### src/rtl/rtc_time_poll_if.sv
// Register-level I2C read port between the RTC poller (master) and the I2C engine (slave).
// One request at a time: rd_req pulses, reg_addr holds until done; data/ack_err qualified by done.
interface rtc_time_poll_if;
   logic       i2c_rd_req;
   logic [6:0] i2c_dev_addr;
   logic [7:0] i2c_reg_addr;
   logic [7:0] i2c_rd_data;
   logic       i2c_done;
   logic       i2c_ack_err;

   modport master (
      output i2c_rd_req,
      output i2c_dev_addr,
      output i2c_reg_addr,
      input  i2c_rd_data,
      input  i2c_done,
      input  i2c_ack_err
   );

   modport slave (
      input  i2c_rd_req,
      input  i2c_dev_addr,
      input  i2c_reg_addr,
      output i2c_rd_data,
      output i2c_done,
      output i2c_ack_err
   );
endinterface

### src/rtl/rtc_time_poll.sv
// Polls RTC regs 0x00-0x06 every POLL_CYC clocks, publishes BCD time/date 2 cycles after the last read
// when seconds changed; one outstanding I2C read at a time, ticks arriving mid-sequence are dropped.
module rtc_time_poll #(
   parameter int unsigned POLL_CYC    = 5_000_000,
   parameter int unsigned TIMEOUT_CYC = 50_000,
   parameter logic [6:0]  DEV_ADDR    = 7'h68
) (
   input  logic                  clk,
   input  logic                  rstn,
   rtc_time_poll_if.master       i2c,
   output logic [23:0]           time_data,
   output logic [31:0]           date_data,
   output logic                  date_time_en,
   output logic                  rtc_err
);

   localparam int unsigned PCW = (POLL_CYC > 1) ? $clog2(POLL_CYC) : 1;
   localparam int unsigned TCW = (TIMEOUT_CYC > 1) ? $clog2(TIMEOUT_CYC) : 1;

   typedef enum logic [2:0] {
      S_IDLE,
      S_REQ,
      S_WAIT,
      S_CHECK,
      S_ERR
   } state_t;

   state_t         state_q, state_d;
   logic [PCW-1:0] pcnt_q, pcnt_d;
   logic [TCW-1:0] tcnt_q, tcnt_d;
   logic [2:0]     idx_q, idx_d;
   logic           first_q, first_d;
   logic           rd_req_q, rd_req_d;
   logic [7:0]     shadow_q [0:6];
   logic [7:0]     shadow_d [0:6];
   logic [23:0]    time_q, time_d;
   logic [31:0]    date_q, date_d;
   logic           en_q, en_d;
   logic           err_q, err_d;
   logic           tick;

   // Strip control/flag bits so only BCD digits reach the outputs (24 h mode, century dropped).
   function automatic logic [7:0] reg_mask(input logic [2:0] r);
      logic [7:0] m;
      case (r)
         3'd0:    m = 8'h7F;
         3'd1:    m = 8'h7F;
         3'd2:    m = 8'h3F;
         3'd3:    m = 8'h07;
         3'd4:    m = 8'h3F;
         3'd5:    m = 8'h1F;
         default: m = 8'hFF;
      endcase
      return m;
   endfunction

   assign tick = (pcnt_q == PCW'(POLL_CYC - 1));

   always_comb begin
      state_d  = state_q;
      tcnt_d   = tcnt_q;
      idx_d    = idx_q;
      first_d  = first_q;
      shadow_d = shadow_q;
      time_d   = time_q;
      date_d   = date_q;
      rd_req_d = 1'b0;
      en_d     = 1'b0;
      err_d    = 1'b0;
      pcnt_d   = tick ? '0 : pcnt_q + PCW'(1);

      case (state_q)
         S_IDLE: begin
            if (tick) begin
               idx_d    = 3'd0;
               rd_req_d = 1'b1;
               state_d  = S_REQ;
            end
         end
         S_REQ: begin
            tcnt_d  = '0;
            state_d = S_WAIT;
         end
         S_WAIT: begin
            // A done in the same cycle as the timeout limit still counts as an answer.
            if (i2c.i2c_done) begin
               if (i2c.i2c_ack_err) begin
                  err_d   = 1'b1;
                  state_d = S_ERR;
               end else begin
                  shadow_d[idx_q] = i2c.i2c_rd_data & reg_mask(idx_q);
                  if (idx_q != 3'd6) begin
                     idx_d    = idx_q + 3'd1;
                     rd_req_d = 1'b1;
                     state_d  = S_REQ;
                  end else begin
                     state_d = S_CHECK;
                  end
               end
            end else if (tcnt_q == TCW'(TIMEOUT_CYC - 1)) begin
               err_d   = 1'b1;
               state_d = S_ERR;
            end else begin
               tcnt_d = tcnt_q + TCW'(1);
            end
         end
         S_CHECK: begin
            if (first_q || (shadow_q[0] != time_q[7:0])) begin
               time_d  = {shadow_q[2], shadow_q[1], shadow_q[0]};
               date_d  = {shadow_q[6], shadow_q[5], shadow_q[4], shadow_q[3]};
               en_d    = 1'b1;
               first_d = 1'b0;
            end
            state_d = S_IDLE;
         end
         S_ERR: begin
            state_d = S_IDLE;
         end
         default: begin
            state_d = S_IDLE;
         end
      endcase
   end

   always_ff @(posedge clk or negedge rstn) begin
      if (!rstn) begin
         state_q  <= S_IDLE;
         pcnt_q   <= '0;
         tcnt_q   <= '0;
         idx_q    <= 3'd0;
         first_q  <= 1'b1;
         rd_req_q <= 1'b0;
         shadow_q <= '{default: 8'h00};
         time_q   <= '0;
         date_q   <= '0;
         en_q     <= 1'b0;
         err_q    <= 1'b0;
      end else begin
         state_q  <= state_d;
         pcnt_q   <= pcnt_d;
         tcnt_q   <= tcnt_d;
         idx_q    <= idx_d;
         first_q  <= first_d;
         rd_req_q <= rd_req_d;
         shadow_q <= shadow_d;
         time_q   <= time_d;
         date_q   <= date_d;
         en_q     <= en_d;
         err_q    <= err_d;
      end
   end

   assign i2c.i2c_rd_req   = rd_req_q;
   assign i2c.i2c_dev_addr = DEV_ADDR;
   assign i2c.i2c_reg_addr = {5'd0, idx_q};
   assign time_data        = time_q;
   assign date_data        = date_q;
   assign date_time_en     = en_q;
   assign rtc_err          = err_q;

endmodule

### src/flat_wrapper.sv
// flat-port wrapper written by rule: the top's interface ports become plain ports
module rtc_time_poll_flat 
#(
   parameter int unsigned POLL_CYC    = 5_000_000,
   parameter int unsigned TIMEOUT_CYC = 50_000,
   parameter logic [6:0]  DEV_ADDR    = 7'h68
)
  (clk, rstn, time_data, date_data, date_time_en, rtc_err, i2c_i2c_rd_req, i2c_i2c_dev_addr, i2c_i2c_reg_addr, i2c_i2c_rd_data, i2c_i2c_done, i2c_i2c_ack_err);
  rtc_time_poll_if i2c_i ();
  input  logic clk;
  input  logic rstn;
  output logic [23:0] time_data;
  output logic [31:0] date_data;
  output logic date_time_en;
  output logic rtc_err;
  output wire logic [$bits(i2c_i.i2c_rd_req)-1:0] i2c_i2c_rd_req;
  output wire logic [$bits(i2c_i.i2c_dev_addr)-1:0] i2c_i2c_dev_addr;
  output wire logic [$bits(i2c_i.i2c_reg_addr)-1:0] i2c_i2c_reg_addr;
  input wire logic [$bits(i2c_i.i2c_rd_data)-1:0] i2c_i2c_rd_data;
  input wire logic [$bits(i2c_i.i2c_done)-1:0] i2c_i2c_done;
  input wire logic [$bits(i2c_i.i2c_ack_err)-1:0] i2c_i2c_ack_err;
  assign i2c_i2c_rd_req = i2c_i.i2c_rd_req;
  assign i2c_i2c_dev_addr = i2c_i.i2c_dev_addr;
  assign i2c_i2c_reg_addr = i2c_i.i2c_reg_addr;
  assign i2c_i.i2c_rd_data = i2c_i2c_rd_data;
  assign i2c_i.i2c_done = i2c_i2c_done;
  assign i2c_i.i2c_ack_err = i2c_i2c_ack_err;
  rtc_time_poll #(.POLL_CYC(POLL_CYC), .TIMEOUT_CYC(TIMEOUT_CYC), .DEV_ADDR(DEV_ADDR)) u_core (.clk(clk), .rstn(rstn), .i2c(i2c_i), .time_data(time_data), .date_data(date_data), .date_time_en(date_time_en), .rtc_err(rtc_err));
endmodule
### config.mk
export PLATFORM = sky130hd
export DESIGN_NAME = rtc_time_poll_flat
export DESIGN_NICKNAME = d
export VERILOG_FILES = /design/src/rtl/rtc_time_poll_if.sv /design/src/rtl/rtc_time_poll.sv /design/src/flat_wrapper.sv
export SDC_FILE = /design/constraint.sdc
export NUM_CORES = 1
export LEC_CHECK = 0
export CORE_ASPECT_RATIO = 1.1
export CORE_MARGIN = 8
export CORE_UTILIZATION = 50
export DETAILED_ROUTE_END_ITERATION = 7
export PLACE_DENSITY = 0.8
export SKIP_LAST_GASP = 1
export SLEW_MARGIN = 25
export SYNTH_ARGS = -nofsm -noshare
export SYNTH_HDL_FRONTEND = slang
export SYNTH_SLANG_ARGS = --single-unit
### constraint.sdc
create_clock -name clk -period 2.2 [get_ports clk]
set_clock_uncertainty 0.05 [all_clocks]
set_input_delay 0.22 -clock clk [delete_from_list [all_inputs] [get_ports clk]]
set_output_delay 0.22 -clock clk [all_outputs]
set_load 0.02 [all_outputs]
==> results of run 1 <==
-- per-layer routing --
| layer | up-vias | GRT usage, % | part of all wire [%] |
|---|---|---|---|
| met2 | 86 | 28.10 | 49 |
| li1 | 2008 | - | - |
| met5 | - | 0 | 0 |
| met1 | 2193 | 20.77 | 44 |
| met4 | 0 | 6.144 | 1.4 |
| met3 | 19 | 4.962 | 5.1 |
-- synth_stat cells (2+ instances only) --
| library cell | count | share of area [%] |
|---|---|---|
| conb_1 | 2 | 0.11 |
| nor4bb_1 | 3 | 0.44 |
| and3_1 | 6 | 0.55 |
| nand4_1 | 6 | 0.55 |
| mux2_2 | 106 | 17 |
| mux2i_1 | 2 | 0.29 |
| nor3_4 | 4 | 0.95 |
| nand3b_1 | 2 | 0.22 |
| o21ai_0 | 11 | 0.81 |
| dfrtp_1 | 160 | 59 |
| xor2_1 | 16 | 2.1 |
| clkbuf_1 | 3 | 0.16 |
| a21oi_1 | 2 | 0.15 |
| buf_2 | 6 | 0.44 |
| nand2_1 | 23 | 1.3 |
| nand3_1 | 22 | 1.6 |
| and2_1 | 5 | 0.46 |
| inv_1 | 9 | 0.49 |
| nor3b_1 | 3 | 0.33 |
| xnor2_1 | 21 | 2.7 |
| o31ai_1 | 3 | 0.33 |
| buf_4 | 14 | 1.5 |
| nor4_1 | 3 | 0.27 |
| ha_1 | 7 | 1.3 |
| o211ai_1 | 3 | 0.33 |
| nand4_2 | 3 | 0.55 |
| nor2b_1 | 2 | 0.18 |
| nor3_1 | 9 | 0.66 |
| clkinv_1 | 2 | 0.11 |
| nor2_1 | 33 | 1.8 |
-- logic make-up after synthesis --
group / synth area share (%)
flip-flops: 58.97
AND/OR/NAND/NOR: 11.55
multiplexers: 17.92
XOR/XNOR: 4.742
buffers and inverters: 2.819
AO/OA/AOI/OAI: 2.600
adder cells (fa/ha/maj): 1.282
other: 0.1099
-- layout make-up --
| cell class | count | area, sq um |
|---|---|---|
| clock buffers | 18 | 439.2 |
| clock inverters | 14 | 156.4 |
| fillers | 1007 | 4916 |
| inverters | 11 | 42.54 |
| multi-input cells | 328 | 2695 |
| flip-flops and latches | 161 | 4030 |
| well taps | 188 | 235.2 |
| repair buffers | 104 | 1055 |
-- worst paths after layout --
kind	endpoint	slack, ns	from
worst max-delay path	u_core.shadow_q[24]	0.08	u_core.state_q[0]
worst min-delay path	u_core.shadow_q[42]	0.31	rstn
worst max register to register	u_core.shadow_q[24]	0.08	u_core.state_q[0]
worst min register to register	u_core.pcnt_q[4]	0.42	u_core.pcnt_q[4]
max in group asynchronous	u_core.tcnt_q[14]	1.07	rstn
min in group clk	u_core.pcnt_q[4]	0.42	u_core.pcnt_q[4]
-- state kept, by name, indices dropped and copies added (netlist names) --
| register | count |
|---|---|
| u_core.date_data | 32 |
| u_core.date_time_en | 1 |
| u_core.first_q | 1 |
| u_core.i2c.i2c_rd_req | 1 |
| u_core.idx_q | 3 |
| u_core.pcnt_q | 23 |
| u_core.rtc_err | 1 |
| u_core.shadow_q | 56 |
| u_core.state_q | 3 |
| u_core.tcnt_q | 16 |
| u_core.time_data | 24 |
-- per-stage QoR --
step | setup TNS [ns] | hold WS, ns
final | 0 | 0.3103
after global routing | -0.08121 | 0.3800
after CTS | 0 | 0.3302
after detailed placement | 0 | 0.2153
after global placement | 0 | 0.2063
after floorplan | -0.7584 | -0.1256
-- where the power goes --
group / switching [mW] / leakage, nW / total [mW] / internal (mW)
Combinational: 0.102 / 1.60 / 0.134 / 0.0328
Clock: 1.22 / 0.280 / 2.93 / 1.71
Sequential: 0 / 2.22 / 2.96 / 2.96
Total: 1.32 / 4.10 / 6.03 / 4.71
-- what timing repair did --
item,CTS,global route
hold endpoints to repair,65,0
hold buffers,1,0
setup buffers,0,2
endpoints found under the setup margin,0,29
resized for setup,0,3
==> flow_summary.yaml, run 1 <==
final_layout:
  stdcell_count: 824
  final_util_pct: 63.77
  fin_area_sq_um: 8653
  layout_commonest_cell: "dfrtp_1"
  design.final.nets: 642
  final_cell_mix: "160 x dfrtp_1, 106 x mux2_2, 72 x clkdlybuf4s50_1"
  antenna_cells: 0
  drive_gt1_share_pct: 29.56
  syn2layout_area_growth_pct: 26.62
synthesis:
  synth_edf_count: 0
  synthDistinctLibCells: 53
  yosysWarnings: 0
  syn_avg_cell_area_sq_um: 13.30
  netlist_area_sq_um: 6834
  yosysSeqAreaShare_pct: 58.97
  synthArstFlopShare_pct: 100.0
  syn_inst: 514
  ys_ff_latch: 161
  synthFlopType: "dfrtp_1"
floorplan:
  rows: 45
  io_pins: 86
  coreArea_sq_um: 13570
  initial_utilization_pct: 50.36
  die-area_sq_um: 17670
  dieWidth_um: 127.5
  die_h_um: 138.6
critical_path:
  cpMaxStageDelayCell: "or3b_1"
  critPathRequiredTime_ns: 2.46
  cp.buffers_inverters: 1
  arrival_ns: 2.37
  cp-end-kind: "flip-flop"
  crit_chain: "or3b_1, nor3b_4, buf_4, nand4_2, mux2_2"
  path_depth: 5
  start_kind: "flip-flop"
  path_delay_family: "simple AND/OR/NAND/NOR gates"
  criticalPathCategory: "flip-flop to flip-flop"
  critPathMaxStageDelay_ns: 0.44
  worstRegToRegCells: 5
  worst-path-max-fanout: 10
routing:
  drt_iter0_markers: 212
  wirelength_mm: 14.17
  ant_nets: 0
  drc_errors: 0
  wl_per_cell_um: 17.19
  routed_via_density: 5.226
  first_pass_iters: 4
  vias: 4306
clock_tree:
  cts_buffers: 17
  cts.sinks: 161
  cts_tree: "built"
  cts.clk_slew.worst_paths_ns: 0.07
  clock_path_buffers: 2
  clockRootBuffer: "clkbuf_16"
  clk_latency_ns: 0.43
  htree_levels: 4
global_routing:
  antenna_found_initial: 0
  grt_overflow: 0
  grt_start_max_net_pins: 70
  grt.total_usage_pct: 17.04
  grt_pass1_wl_mm: 23.82
  grt_pass1_vias: 4630
power:
  peakVddDrop_mv: 0.4071
  p_leak_nw: 4.098
  total_power_mw: 6.026
  power_density_nw_per_um2: 696.4
placed_design:
  gp_congestion: 0.8352
  dp_slack_ns: 0.02118
  dpl_cell_area_sq_um: 7983
  placed_cells_incl_taps: 789
  io_buffers: 73
  dpl.hpwl_mm: 10.03
timing:
  maxSlewViolCount: 0
  layout_setup_ws_ns: 0.08375
  tightest_slew_ns: 0.6682
  hold_viol_final: 0
  finalSetupViolCount: 0
  fin_crit_sh_pct: 96.19
  clock.fmax_ghz: 0.4725
  slew_headroom_pct: 54.98
  grt_setup_unrepaired: "yes"
  fin_crit_ns: 2.116
run_status:
  outcome: "finished, final reports clean"
run:
  maxCapViolCount: 0
min_path:
  hold_path.class: "input port to async pin"
No activity file was read; power rests on OpenSTA's default activity.
==> inputs of run 2 (changes only) <==
--- a/config.mk
+++ b/config.mk
@@ -5,11 +5,12 @@
 export SDC_FILE = /design/constraint.sdc
 export NUM_CORES = 1
 export LEC_CHECK = 0
-export CORE_ASPECT_RATIO = 1.1
+export CAP_MARGIN = 20
+export CORE_ASPECT_RATIO = 1.2
 export CORE_MARGIN = 8
 export CORE_UTILIZATION = 50
 export DETAILED_ROUTE_END_ITERATION = 7
-export PLACE_DENSITY = 0.8
+export PLACE_DENSITY = 0.82
 export SKIP_LAST_GASP = 1
 export SLEW_MARGIN = 25
 export SYNTH_ARGS = -nofsm -noshare
==> flow_summary.yaml, run 2 (same netlist as run 1, synthesis figures left out) <==
run_status:
  outcome: "finished, final reports clean"
clock_tree:
  cts.clk_slew.worst_paths_ns: 0.06
  clockRootBuffer: "clkbuf_16"
  htree_levels: 4
  clock_path_buffers: 2
  cts_buffers: 17
  cts.sinks: 161
  clk_latency_ns: 0.42
  cts_tree: "built"
routing:
  drc_errors: 0
  vias: 4286
  wl_per_cell_um: 18.52
  drt_iter0_markers: 293
  routed_via_density: 5.324
  wirelength_mm: 14.91
  ant_nets: 0
  first_pass_iters: 5
power:
  power_density_nw_per_um2: 713.3
  peakVddDrop_mv: 0.4448
  p_leak_nw: 4.080
global_routing:
  grt.total_usage_pct: 17.64
  grt_overflow: 0
  antenna_found_initial: 1
  grt_start_max_net_pins: 91
  grt_pass1_vias: 4711
  grt_pass1_wl_mm: 24.26
timing:
  finalSetupViolCount: 0
  hold_slack_ns: 0.2103
  fin_crit_ns: 2.177
  fin_crit_sh_pct: 98.94
  hold_viol_final: 0
  maxSlewViolCount: 0
  clock.fmax_ghz: 0.4594
  grt_setup_unrepaired: "yes"
critical_path:
  arrival_ns: 2.43
  critPathMaxStageDelay_ns: 0.44
  worst-path-max-fanout: 8
  start_kind: "flip-flop"
  cpMaxStageDelayCell: "or3b_1"
  path_delay_family: "simple AND/OR/NAND/NOR gates"
  crit_chain: "or3b_1, nor3b_4, nand2_4, nor3_4, buf_12, mux2_2"
  critPathRequiredTime_ns: 2.45
  cp.buffers_inverters: 1
  cp-end-kind: "flip-flop"
  criticalPathCategory: "flip-flop to flip-flop"
placed_design:
  io_buffers: 73
  gp_congestion: 0.7982
  dpl.hpwl_mm: 10.23
  placed_cells_incl_taps: 769
final_layout:
  final_cell_mix: "160 x dfrtp_1, 106 x mux2_2, 72 x clkdlybuf4s50_1"
  drive_gt1_share_pct: 29.34
  regMostFlops: "u_core.shadow_q"
  final_util_pct: 63.43
  largest_reg_flops: 56
  stdcell_count: 805
  layout_commonest_cell: "dfrtp_1"
  design.final.nets: 640
  syn2layout_area_growth_pct: 26.09
  antenna_cells: 0
floorplan:
  initial_utilization_pct: 50.31
  dieWidth_um: 122.7
  die_h_um: 144.1
  rows: 47
  io_pins: 86
  die-area_sq_um: 17680
  coreArea_sq_um: 13580
min_path:
  hold_path.class: "input port to async pin"
run:
  maxCapViolCount: 0
run 2: worst paths after layout:
kind / startpoint / end / slack [ns] / cells past startpoint
max in group asynchronous: rstn / u_core.first_q / 1.10 / 3
min in group clk: u_core.pcnt_q[4] / u_core.pcnt_q[4] / 0.43 / 1
hold / removal: rstn / u_core.time_data[10] / 0.21 / 2
setup reg to reg: u_core.state_q[0] / u_core.shadow_q[54] / 0.02 / 6
hold reg to reg: u_core.pcnt_q[4] / u_core.pcnt_q[4] / 0.43 / 1
setup / recovery: u_core.state_q[0] / u_core.shadow_q[54] / 0.02 / 6
run 2: where the power goes:
part	switching, mW	total [mW]	leakage (nW)	internal (mW)
Sequential	0	2.96	2.22	2.96
Combinational	0.102	0.133	1.57	0.0307
Clock	1.21	3.05	0.293	1.84
run 2: per-layer routing:
| layer | routed length, um | part of all wire, % | GRT usage [%] | up-vias |
|---|---|---|---|---|
| met5 | 8 | 0.054 | 0 | - |
| met4 | 216 | 1.4 | 5.398 | 2 |
| met3 | 875 | 5.9 | 5.430 | 20 |
| met2 | 7795 | 52 | 31.13 | 93 |
| met1 | 6010 | 40 | 19.89 | 2179 |
| li1 | - | - | - | 1992 |
run 2: what timing repair did:
item,in CTS,in global routing
endpoints found under the setup margin,2,41
gates resized for setup,2,4
setup buffers,0,3
endpoints found under the hold margin,32,0
hold buffers,1,0
gates cloned,0,0
pin swaps,0,3
run 2: layout make-up:
class / instances / area (sq um)
clock buffers: 19 / 442.9
clock inverters: 13 / 176.4
fillers: 977 / 4967
inverters: 11 / 42.54
multi-input cells: 328 / 2696
flip-flops and latches: 161 / 4030
well taps: 171 / 214.0
repair buffers: 102 / 1015
run 2: through the flow:
step	setup slack (ns)	power (mW)	instance area [sq um]	setup TNS [ns]
6_report	0.02332	6.147	8617	0
5_1_grt	-0.03826	6.343	8617	-0.2033
4_1_cts	0.01812	6.199	8538	0
3_5_place_dp	0.03028	3.150	7901	0
3_3_place_gp	0.1051	3.145	7901	0
2_1_floorplan	-0.02526	3.059	6875	-0.7584
==> inputs of run 3 (changes only) <==
--- a/config.mk
+++ b/config.mk
@@ -7,7 +7,6 @@
 export LEC_CHECK = 0
 export CAP_MARGIN = 20
 export CORE_ASPECT_RATIO = 1.2
-export CORE_MARGIN = 8
 export CORE_UTILIZATION = 50
 export DETAILED_ROUTE_END_ITERATION = 7
 export PLACE_DENSITY = 0.82
==> flow_summary.yaml, run 3 (same netlist as run 1, synthesis figures left out) <==
run_status:
  outcome: "finished, final reports clean"
floorplan:
  die-area_sq_um: 14140
  coreArea_sq_um: 13300
  rows: 46
  initial_utilization_pct: 51.40
  die_h_um: 130.1
  dieWidth_um: 108.7
  io_pins: 86
routing:
  vias: 4384
  drc_errors: 0
  ant_nets: 0
  wirelength_mm: 14.56
  drt_iter0_markers: 228
  routed_via_density: 5.453
  met2_length_mm: 7.699
  routed-wl-met3_um: 502
  wl_per_cell_um: 18.10
  first_pass_iters: 4
  drt-met1-wl_mm: 6.057
  top_layer: "met4"
timing:
  fin_crit_ns: 2.159
  finalSetupTns_ns: 0
  hold_slack_ns: 0.2939
  layout_setup_ws_ns: 0.04114
  hold_viol_final: 0
  slew_headroom_pct: 54.36
  clock.fmax_ghz: 0.4632
  fin_crit_sh_pct: 98.13
  tightest_slew_ns: 0.6775
  finalSetupViolCount: 0
  grt_setup_unrepaired: "yes"
  maxSlewViolCount: 0
clock_tree:
  cts.sinks: 161
  clock_path_buffers: 2
  cts_tree: "built"
  clk_latency_ns: 0.41
  clockRootBuffer: "clkbuf_16"
  cts_buffers: 17
  htree_levels: 4
  cts.clk_slew.worst_paths_ns: 0.06
placed_design:
  dp_slack_ns: 0.006809
  placed_cells_incl_taps: 770
  gp_congestion: 0.8203
  io_buffers: 73
  dpl_cell_area_sq_um: 7953
  dpl.hpwl_mm: 9.761
final_layout:
  fin_area_sq_um: 8625
  antenna_cells: 0
  layout_commonest_cell: "dfrtp_1"
  drive_gt1_share_pct: 29.40
  fillCellCount: 926
  largest_reg_flops: 56
  design.final.nets: 644
  regMostFlops: "u_core.shadow_q"
  final_cell_mix: "160 x dfrtp_1, 106 x mux2_2, 72 x clkdlybuf4s50_1"
  syn2layout_area_growth_pct: 26.20
  stdcell_count: 804
  final_util_pct: 64.87
  multi_input_area_sq_um: 2689
  seq_area_sq_um: 4030
power:
  peakVddDrop_mv: 0.4479
  total_power_mw: 6.021
  p_leak_nw: 4.115
  power_density_nw_per_um2: 698.1
global_routing:
  grt_pass1_wl_mm: 23.79
  grt_overflow: 0
  grt.total_usage_pct: 22.13
  antenna_found_initial: 0
  grt_start_max_net_pins: 58
  grt_pass1_vias: 4638
run:
  maxCapViolCount: 0
min_path:
  hold_path.class: "input port to async pin"
critical_path:
  critPathRequiredTime_ns: 2.40
  criticalPathCategory: "flip-flop to flip-flop"
  cp-end-kind: "flip-flop"
  arrival_ns: 2.36
  start_kind: "flip-flop"
  worst-path-max-fanout: 4
-- run 3: what timing repair did --
item	CTS	global route
resized for setup	0	4
endpoints found under the setup margin	13	19
hold endpoints to repair	52	0
setup buffers	3	0
hold buffers	1	0
pin swaps	1	3
-- run 3: cell type report --
type | instances | share of cell area, %
clock buffer | 20 | 5.179
timing repair buffer | 106 | 12.40
clock inverter | 10 | 1.581
multi-input combinational | 328 | 31.18
sequential | 161 | 46.73
tap | 168 | 2.437
inverter | 11 | 0.4933
-- run 3: final timing paths --
| kind | slack (ns) | from | depth (start not counted) | endpoint |
|---|---|---|---|---|
| min in group clk | 0.43 | i2c_i2c_rd_data[4] | 3 | u_core.shadow_q[28] |
| setup reg to reg | 0.04 | u_core.pcnt_q[0] | 6 | u_core.idx_q[0] |
| setup / recovery | 0.04 | u_core.pcnt_q[0] | 6 | u_core.idx_q[0] |
| hold reg to reg | 0.43 | u_core.shadow_q[27] | 2 | u_core.shadow_q[27] |
| max in group asynchronous | 1.11 | rstn | 3 | u_core.idx_q[1] |
| hold / removal | 0.29 | rstn | 2 | u_core.date_data[2] |
-- run 3: critical path: stages (launching register included) --
cell and delay (ns):
dfrtp_1 0.39, ha_2 0.19, inv_1 0.04, or3_2 0.49
or3_4 0.42, o41ai_2 0.28, mux2i_1 0.15
-- run 3: report_power, final --
part | switching [mW] | internal, mW | total [mW]
registers | 0 | 2.96 | 2.96
logic | 0.103 | 0.0316 | 0.134
clock network | 1.13 | 1.80 | 2.93
total | 1.23 | 4.79 | 6.02
-- run 3: layer usage --
layer / global-route usage [%] / vias to the layer above
met5: 0 / -
met4: 7.790 / 0
met3: 4.545 / 24
met2: 39.50 / 110
met1: 26.37 / 2250
li1: - / 2000
